`src/rtl/smpl_iter_gen.sv`:
```
// Sample iterator: walks a grid-aligned bounding box in subsample steps (x fastest) and emits one
// sample per unstalled cycle. Define SMPL_ITER_JITTER_EN to add hashed per-sample jitter.
module smpl_iter_gen #(
  parameter int SIGFIG = 24,
  parameter int RADIX  = 10,
  parameter int VERTS  = 3,
  parameter int AXIS   = 3
) (
  input  logic                     clk,
  input  logic                     rst,
  input  logic signed [SIGFIG-1:0] tri_R13S [VERTS][AXIS],
  input  logic signed [SIGFIG-1:0] box_R13S [2][2],
  input  logic                     validTri_R13H,
  input  logic [3:0]               subSample_RnnnnU,
  input  logic                     halt_RnnnnL,
  output logic                     halt_R13L,
  output logic signed [SIGFIG-1:0] tri_R14S [VERTS][AXIS],
  output logic signed [SIGFIG-1:0] sample_R14S [2],
  output logic signed [7:0]        jitter_x_R14S,
  output logic signed [7:0]        jitter_y_R14S,
  output logic signed [SIGFIG-1:0] s_j_x_R14S,
  output logic signed [SIGFIG-1:0] s_j_y_R14S,
  output logic                     validSamp_R14H,
  output logic [0:0]               state_dbg
);

  // Handshakes: a box is taken on a rising edge where validTri_R13H, halt_R13L and halt_RnnnnL
  // are all high; a sample is consumed on each rising edge where validSamp_R14H and halt_RnnnnL
  // are high. While halt_RnnnnL is low every register holds.

  localparam logic [0:0] WAIT = 1'b0;
  localparam logic [0:0] TEST = 1'b1;

  logic [0:0]               state;
  logic signed [SIGFIG-1:0] cur_x, cur_y, ll_x, ur_x, ur_y;
  logic signed [SIGFIG-1:0] tri_q [VERTS][AXIS];
  logic [1:0]               ss_lg2, ss_dec;

  logic signed [SIGFIG:0]   step, nx, ny, urx_e, ury_e;
  logic                     x_ok, y_ok;
  logic signed [7:0]        jit_x, jit_y;
  logic signed [SIGFIG-1:0] sj_x, sj_y;

  assign halt_R13L = (state == WAIT);
  assign state_dbg = state;

  always_comb begin
    case (subSample_RnnnnU)
      4'b0001: ss_dec = 2'd3;
      4'b0010: ss_dec = 2'd2;
      4'b0100: ss_dec = 2'd1;
      default: ss_dec = 2'd0;
    endcase
  end

  // Cursor arithmetic is one bit wider than positions so boxes near the top never wrap.
  always_comb begin
    step  = {{SIGFIG{1'b0}}, 1'b1} << (RADIX - 32'(ss_lg2));
    nx    = {cur_x[SIGFIG-1], cur_x};
    nx    = nx + step;
    ny    = {cur_y[SIGFIG-1], cur_y};
    ny    = ny + step;
    urx_e = {ur_x[SIGFIG-1], ur_x};
    ury_e = {ur_y[SIGFIG-1], ur_y};
    x_ok  = (nx <= urx_e);
    y_ok  = (ny <= ury_e);
  end

`ifdef SMPL_ITER_JITTER_EN
  logic [15:0]              key, h;
  logic signed [SIGFIG-1:0] ext_x, ext_y, off_x, off_y;

  always_comb begin
    key   = cur_x[15:0] ^ {cur_y[7:0], cur_y[15:8]};
    h     = key * 16'h9E37;
    jit_x = h[7:0];
    jit_y = h[15:8];
    ext_x = {{(SIGFIG-8){jit_x[7]}}, jit_x};
    ext_y = {{(SIGFIG-8){jit_y[7]}}, jit_y};
    off_x = (ext_x <<< (RADIX - 8)) >>> ss_lg2;
    off_y = (ext_y <<< (RADIX - 8)) >>> ss_lg2;
    sj_x  = cur_x + off_x;
    sj_y  = cur_y + off_y;
  end
`else
  always_comb begin
    jit_x = '0;
    jit_y = '0;
    sj_x  = cur_x;
    sj_y  = cur_y;
  end
`endif

  always_ff @(posedge clk) begin
    if (rst) begin
      state          <= WAIT;
      validSamp_R14H <= 1'b0;
      tri_R14S       <= '{default: '0};
      sample_R14S    <= '{default: '0};
      jitter_x_R14S  <= '0;
      jitter_y_R14S  <= '0;
      s_j_x_R14S     <= '0;
      s_j_y_R14S     <= '0;
      tri_q          <= '{default: '0};
      cur_x          <= '0;
      cur_y          <= '0;
      ll_x           <= '0;
      ur_x           <= '0;
      ur_y           <= '0;
      ss_lg2         <= '0;
    end else if (halt_RnnnnL) begin
      case (state)
        WAIT: begin
          validSamp_R14H <= 1'b0;
          if (validTri_R13H) begin
            tri_q  <= tri_R13S;
            ll_x   <= box_R13S[0][0];
            ur_x   <= box_R13S[1][0];
            ur_y   <= box_R13S[1][1];
            cur_x  <= box_R13S[0][0];
            cur_y  <= box_R13S[0][1];
            ss_lg2 <= ss_dec;
            state  <= TEST;
          end
        end
        TEST: begin
          validSamp_R14H <= 1'b1;
          tri_R14S       <= tri_q;
          sample_R14S[0] <= cur_x;
          sample_R14S[1] <= cur_y;
          jitter_x_R14S  <= jit_x;
          jitter_y_R14S  <= jit_y;
          s_j_x_R14S     <= sj_x;
          s_j_y_R14S     <= sj_y;
          if (x_ok) begin
            cur_x <= nx[SIGFIG-1:0];
          end else if (y_ok) begin
            cur_x <= ll_x;
            cur_y <= ny[SIGFIG-1:0];
          end else begin
            state <= WAIT;
          end
        end
        default: state <= WAIT;
      endcase
    end
  end

endmodule

```
`config.mk`:
```
export PLATFORM = sky130hd
export DESIGN_NAME = smpl_iter_gen
export DESIGN_NICKNAME = d
export VERILOG_FILES = /design/src/rtl/smpl_iter_gen.sv
export SDC_FILE = /design/constraint.sdc
export NUM_CORES = 1
export LEC_CHECK = 0
export CAP_MARGIN = 20
export CORE_AREA = 2 2 257 259
export DETAILED_ROUTE_END_ITERATION = 8
export DIE_AREA = 0 0 259 261
export GPL_ROUTABILITY_DRIVEN = 0
export PLACE_DENSITY = 0.67
export SLEW_MARGIN = 10
export SYNTH_ARGS = -nofsm -noshare
export SYNTH_HDL_FRONTEND = slang
export SYNTH_SLANG_ARGS = --single-unit
```
`constraint.sdc`:
```
create_clock -name clk -period 4.95 [get_ports clk]
set_clock_uncertainty 0.2 [all_clocks]
set_input_delay 0.99 -clock clk [delete_from_list [all_inputs] [get_ports clk]]
set_output_delay 0.99 -clock clk [all_outputs]
set_load 0.03 [all_outputs]
```
Word level (Yosys, flattened, before mapping)
Cells that the tools add are included.
{"block": "op_classes", "reduce_logical": 4, "n_shift": 1, "n_mux": 14, "eq_ne": 7, "n_lt_le_gt_ge": 2, "addsub": 3, "n_bitwise": 1}
{"cell": "two-way mux 24 bit", "count": 6}
{"cell": "one-hot mux 24 bit (2 select lines)", "count": 2}
{"cell": "adder 24 x 25 -> 25 bit", "count": 2}
{"cell": "<= comparator 25 x 24 -> 1 bit", "count": 2}
{"cell": "<< shifter 1 x 32 -> 25 bit (first input constant)", "count": 1}
{"cell": "one-hot mux 2 bit (3 select lines)", "count": 1}
{"cell": "AND reduction 3 bit", "count": 2}
{"cell": "subtractor 4 x 2 -> 5 bit (first input constant)", "count": 1}
{"cell": "== test 4 x 1 -> 1 bit (second input constant)", "count": 1}
{"cell": "== test 4 x 2 -> 1 bit (second input constant)", "count": 1}
{"cell": "== test 4 x 3 -> 1 bit (second input constant)", "count": 1}
{"cell": "inequality test 2 bit (second input constant)", "count": 2}
{"cell": "one-hot mux 1 bit (2 select lines)", "count": 2}
{"cell": "AND reduction 4 bit", "count": 1}
{"cell": "two-way mux 1 bit", "count": 3}
{"cell": "inequality test 3 x 1 -> 1 bit (second input constant)", "count": 1}
{"cell": "inequality test 2 x 1 -> 1 bit (second input constant)", "count": 1}
{"cell": "AND reduction 2 bit", "count": 1}
{"cell": "NOT 1 bit", "count": 1}
{"block": "word_totals", "word_cells": 60, "ff_bits": 604, "output_inout_bits": 331}

Logic depth before layout (Yosys ltp)
{"block": "depth", "depth_word": 7, "depth_mapped": 20, "depth_no_buf": 18}

Worst setup path after synthesis
Ideal clock, no wire load.
{"block": "synth_path", "path_type": "register to register", "from": "register ss_lg2[0]", "to": "register cur_y[19]", "t_arrival_ns": 4.109, "path_buffers": 2, "stages_incl_launch_ff": 21, "setup_slack_ns": 0.500, "setup_ns": 0.141, "synth_period_minus_slack_ns": 4.450, "cell_sequence": "dfxtp_1 -> nor2b_1 -> ha_1 -> a21o_1 -> a21o_1 -> a22oi_1 -> nand3_1 -> nand2_1 -> nor2_1 -> xnor2_1 -> ha_1 -> nand4_1 -> or4_4 -> or2_1 -> o221a_2 -> a2111oi_4 -> or2_1 -> buf_4 -> buf_6 -> o2111a_1 -> nor3_1"}
{"block": "synth_via", "elab_chain_cells": 6}
{"item": "start: declaration", "line_no": "37", "rtl": "logic [1:0] ss_lg2, ss_dec;"}
{"item": "start signal: assignment", "line_no": "122", "rtl": "ss_lg2 <= ss_dec;"}
{"item": "subtractor 4 x 2 -> 5 bit (*)", "line_no": "58", "rtl": "step = {{SIGFIG{1'b0}}, 1'b1} << (RADIX - 32'(ss_lg2));"}
{"item": "<< shifter 1 x 32 -> 25 bit (*)", "line_no": "58"}
{"item": "adder 24 x 25 -> 25 bit, on equally long branches", "line_no": "62, 60"}
{"item": "<= comparator 25 x 24 -> 1 bit (tied with other cells)", "line_no": "66", "rtl": "y_ok = (ny <= ury_e);"}
{"item": "inequality test 2 x 1 -> 1 bit (no line) (tied with other cells)"}
{"item": "AND reduction 4 bit (no line) / one-hot mux 24 bit (2 select lines) (equally long branches)"}
{"item": "end signal: assignment", "line_no": "121", "rtl": "cur_y <= box_R13S[0][1];"}
{"item": "end signal: assignment", "line_no": "139", "rtl": "cur_y <= ny[SIGFIG-1:0];"}
{"item": "end: declaration", "line_no": "35", "rtl": "logic signed [SIGFIG-1:0] cur_x, cur_y, ll_x, ur_x, ur_y;"}
Mark *: on every way between the ends. The rest lies on a longest branch, timed or not. The select of a mux whose other input is x is not followed.
A chain may end at the register's enable or synchronous reset.

Worst setup path after layout
{"block": "layout_path", "from": "register ss_lg2[1]", "to": "register cur_y[19]"}
The elaborated chain is that of the path after synthesis.

==> qor.yml <==
floorplanning:
  die_h_microns: 261
  core_area_sq_um: 65000
  ios: 651
  initial_utilization_pct: 38.2
  die_x_microns: 259
  die_area_sq_um: 67600
  num_rows: 94
timing:
  slew_viol_final: 0
  finalCritPeriodShare_pct: 96.1
  hold_violations: 0
  maxSlewHeadroom_pct: 18.7
  min_period_ns: 4.76
  setup_violations: 0
  setup_ws_ns: 0.194
  worst_pin_slew_ns: 1.22
  timing.hold.ws_ns: 0.235
  fmax_ghz: 0.210
route:
  drcViolationCount: 0
  viasPerCell: 4.96
  highest_layer: "met5"
  drt-met1-wl_microns: 32800
  wl_met2_microns: 37700
  firstDrtPassIters: 5
  final_antenna_net_count: 0
  wirelength_microns: 80300
  vias: 23000
  routedWlPerCell_microns: 17.3
  drt_iter0_markers: 1784
  wl_met3_microns: 6770
clock_tree:
  clk_pin_slew_worst_paths_ns: 0.06
  cts_tree: "built"
  cts_made_buffers: 67
  clk-insertion-delay-late_ns: 0.61
  holdBufCountCts: 0
  clockBufferDepth: 3
  cts_root_buf: "clkbuf_16"
  cts_sinks: 604
  h-tree-depth: 3
power_and_ir_drop:
  p_seq_share_pct: 43.4
  ir_drop_uv: 260
  p_int_mw: 8.70
  power_frac_clock_pct: 42.2
  power_frac_comb_pct: 14.4
  power.leakage_nw: 12.0
  switchingPower_mw: 3.24
  power_density_nw_per_um2: 352
  switching_share_pct: 27.1
layout:
  area.growth.synth_to_final_pct: 36.7
  final_util_pct: 52.2
  fill_cells: 6227
  fin_nets: 4118
  layout-drive-gt1-share_pct: 5.26
synth:
  synthTopCellsByArea: "dfxtp_1 49%, nand2_1 18%, a21oi_1 12%, ha_1 4.1%, clkbuf_1 2.8%"
  synth_edf_count: 0
  synth_top_area_share_pct: 48.7
  synthArstFlopShare_pct: 0
  synthDistinctLibCells: 71
  yosys_warnings: 0
  syn_inst: 3207
  avgSynthCellArea_sq_um: 7.74
  ys_seq_area_share_pct: 48.7
  synth_area_sq_um: 24800
  synth-seq-cells: 604
  yosys.area.top_type: "dfxtp_1"
  synthFlopType: "dfxtp_1"
setup_path:
  cp-start-kind: "flip-flop"
  path_class: "flip-flop to flip-flop"
  critPathRequiredTime_ns: 5.21
  crit_path_end_kind: "flip-flop"
  cp.arrival_ns: 5.01
  path_max_fanout: 19
placement:
  numPortBuffers: 634
  place_hpwl_microns: 54400
  place_ws_ns: -0.0833
global_routing:
  grt_pass1_wl_microns: 122000
  grt_pass1_vias: 21300
  grt_start_max_net_pins: 192
  track_usage_pct: 22.7
  antenna_found_initial: 21
  grt_overflow: 0
hold_path:
  worstHoldPathType: "flip-flop to flip-flop"
status:
  status: "complete, no violations"
job:
  maxCapViolCount: 0
-- final timing paths --
check,start,endpoint,slack [ns],cells after the start
hold / removal,tri_q[163],tri_R14S[163],0.23,2
setup / recovery,ss_lg2[1],cur_y[19],0.19,19
setup reg to reg,ss_lg2[1],cur_y[19],0.19,19
hold reg to reg,tri_q[163],tri_R14S[163],0.23,2
-- sequential cells by signal, summed over array words and instances, names as in the netlist, 2 cells and up, named ones only --
name        cells
ll_x           24
ss_lg2          2
tri_R14S      216
cur_x          24
tri_q         216
ur_x           24
s_j_x_R14S     24
cur_y          23
s_j_y_R14S     24
ur_y           24
-- what timing repair did --
item                       4_1_cts  5_1_grt
gates resized for setup          4       21
gates cloned                     0        0
setup buffers                    0        4
setup endpoints to repair       27       48
-- cell usage after synthesis (all sizes together) (7+ instances only) --
| cell | number |
|---|---|
| a22o | 12 |
| nor3 | 9 |
| mux2i | 13 |
| nand2 | 1191 |
| ha | 81 |
| and3 | 12 |
| nand4 | 15 |
| nor2b | 7 |
| dfxtp | 604 |
| a211oi | 23 |
| a21oi | 613 |
| nor2 | 65 |
| clkbuf | 186 |
| xor2 | 17 |
| o21ai | 30 |
| buf | 92 |
| inv | 63 |
| xnor2 | 29 |
| a21o | 15 |
| a31oi | 26 |
| nand3 | 17 |
-- metal layers --
layer	GRT usage, %	up-vias
li1	-	11500
met1	27.9	10700
met2	36.7	714
met3	6.90	149
met4	10.1	12
met5	0	-
-- cells by family (layout without fill, tap and decap cells) --
| kind of cell | count (synthesis) | after routing | share of synthesized area (%) |
|---|---|---|---|
| compound gates | 773 | 773 | 17.4 |
| xor+xnor | 46 | 46 | 1.62 |
| fa+ha+maj | 83 | 83 | 4.24 |
| buf+inv | 342 | 860 | 6.27 |
| flops | 604 | 604 | 48.7 |
| mux | 14 | 14 | 0.569 |
| other cells | 2 | 57 | 0.0302 |
| simple gates | 1343 | 1343 | 21.2 |
-- critical path, cell delays in order, from the launching register on --
cell and delay (ns):
dfxtp_2 0.35, nor2b_2 0.17, ha_2 0.38, nor2_1 0.05, o21ai_0 0.14, buf_4 0.14, nand4_1 0.18, buf_4 0.22
a31oi_1 0.20, xor2_1 0.11, ha_1 0.31, nand4_1 0.15, or4_4 0.58, or2_1 0.25, o221a_2 0.28, a2111oi_4 0.24
or2_1 0.23, buf_12 0.18, o2111a_1 0.19, nor3_1 0.04
-- power groups by stage --
stage / sequential (mW) / clock (mW) / combinational, mW
3_5_place_dp: 5.28 / 0 / 1.68
5_1_grt: 5.20 / 5.34 / 1.89
2_1_floorplan: 5.28 / 0 / 0.994
3_3_place_gp: 5.28 / 0 / 1.67
4_1_cts: 5.18 / 5.16 / 1.69
6_report: 5.18 / 5.04 / 1.72
-- layout by cell type, fill, tap and decap left out, types with 12 or more instances in the layout --
cell type / count
nand2_1: 1189
clkdlybuf4s50_1: 633
a21oi_1: 611
dfxtp_1: 601
ha_1: 80
clkbuf_16: 67
inv_1: 63
nor2_1: 60
conb_1: 42
buf_4: 30
xnor2_1: 29
o21ai_0: 28
a31oi_1: 25
xor2_1: 17
clkbuf_8: 16
diode_2: 15
a21o_1: 15
nand3_1: 15
nand4_1: 15
a211oi_2: 14
mux2i_1: 13
clkbuf_1: 13
a22o_1: 12
-- cell type report --
| cell class | instances | area (sq um) | area share, % |
|---|---|---|---|
| antenna | 15 | 37.5 | 0.111 |
| clock buffer | 96 | 1950 | 5.73 |
| clock inverter | 23 | 295 | 0.870 |
| inverter | 64 | 240 | 0.708 |
| multi-input combinational | 2301 | 11400 | 33.7 |
| sequential | 604 | 12100 | 35.6 |
| tap | 864 | 1080 | 3.18 |
| timing repair buffer | 677 | 6820 | 20.1 |
-- stage by stage --
step / cells / power (mW) / area [sq um] / TNS, ns
after detailed placement: 4506 / 6.96 / 31500 / -0.878
after CTS: 4625 / 12.0 / 33800 / 0
after global routing: 4641 / 12.4 / 33900 / -0.000707
after floorplan: 3247 / 6.28 / 25000 / 0
after global placement: 4506 / 6.95 / 31500 / -0.396
final: 4644 / 11.9 / 33900 / 0
Note: power is estimated with default switching activity, not from simulation.
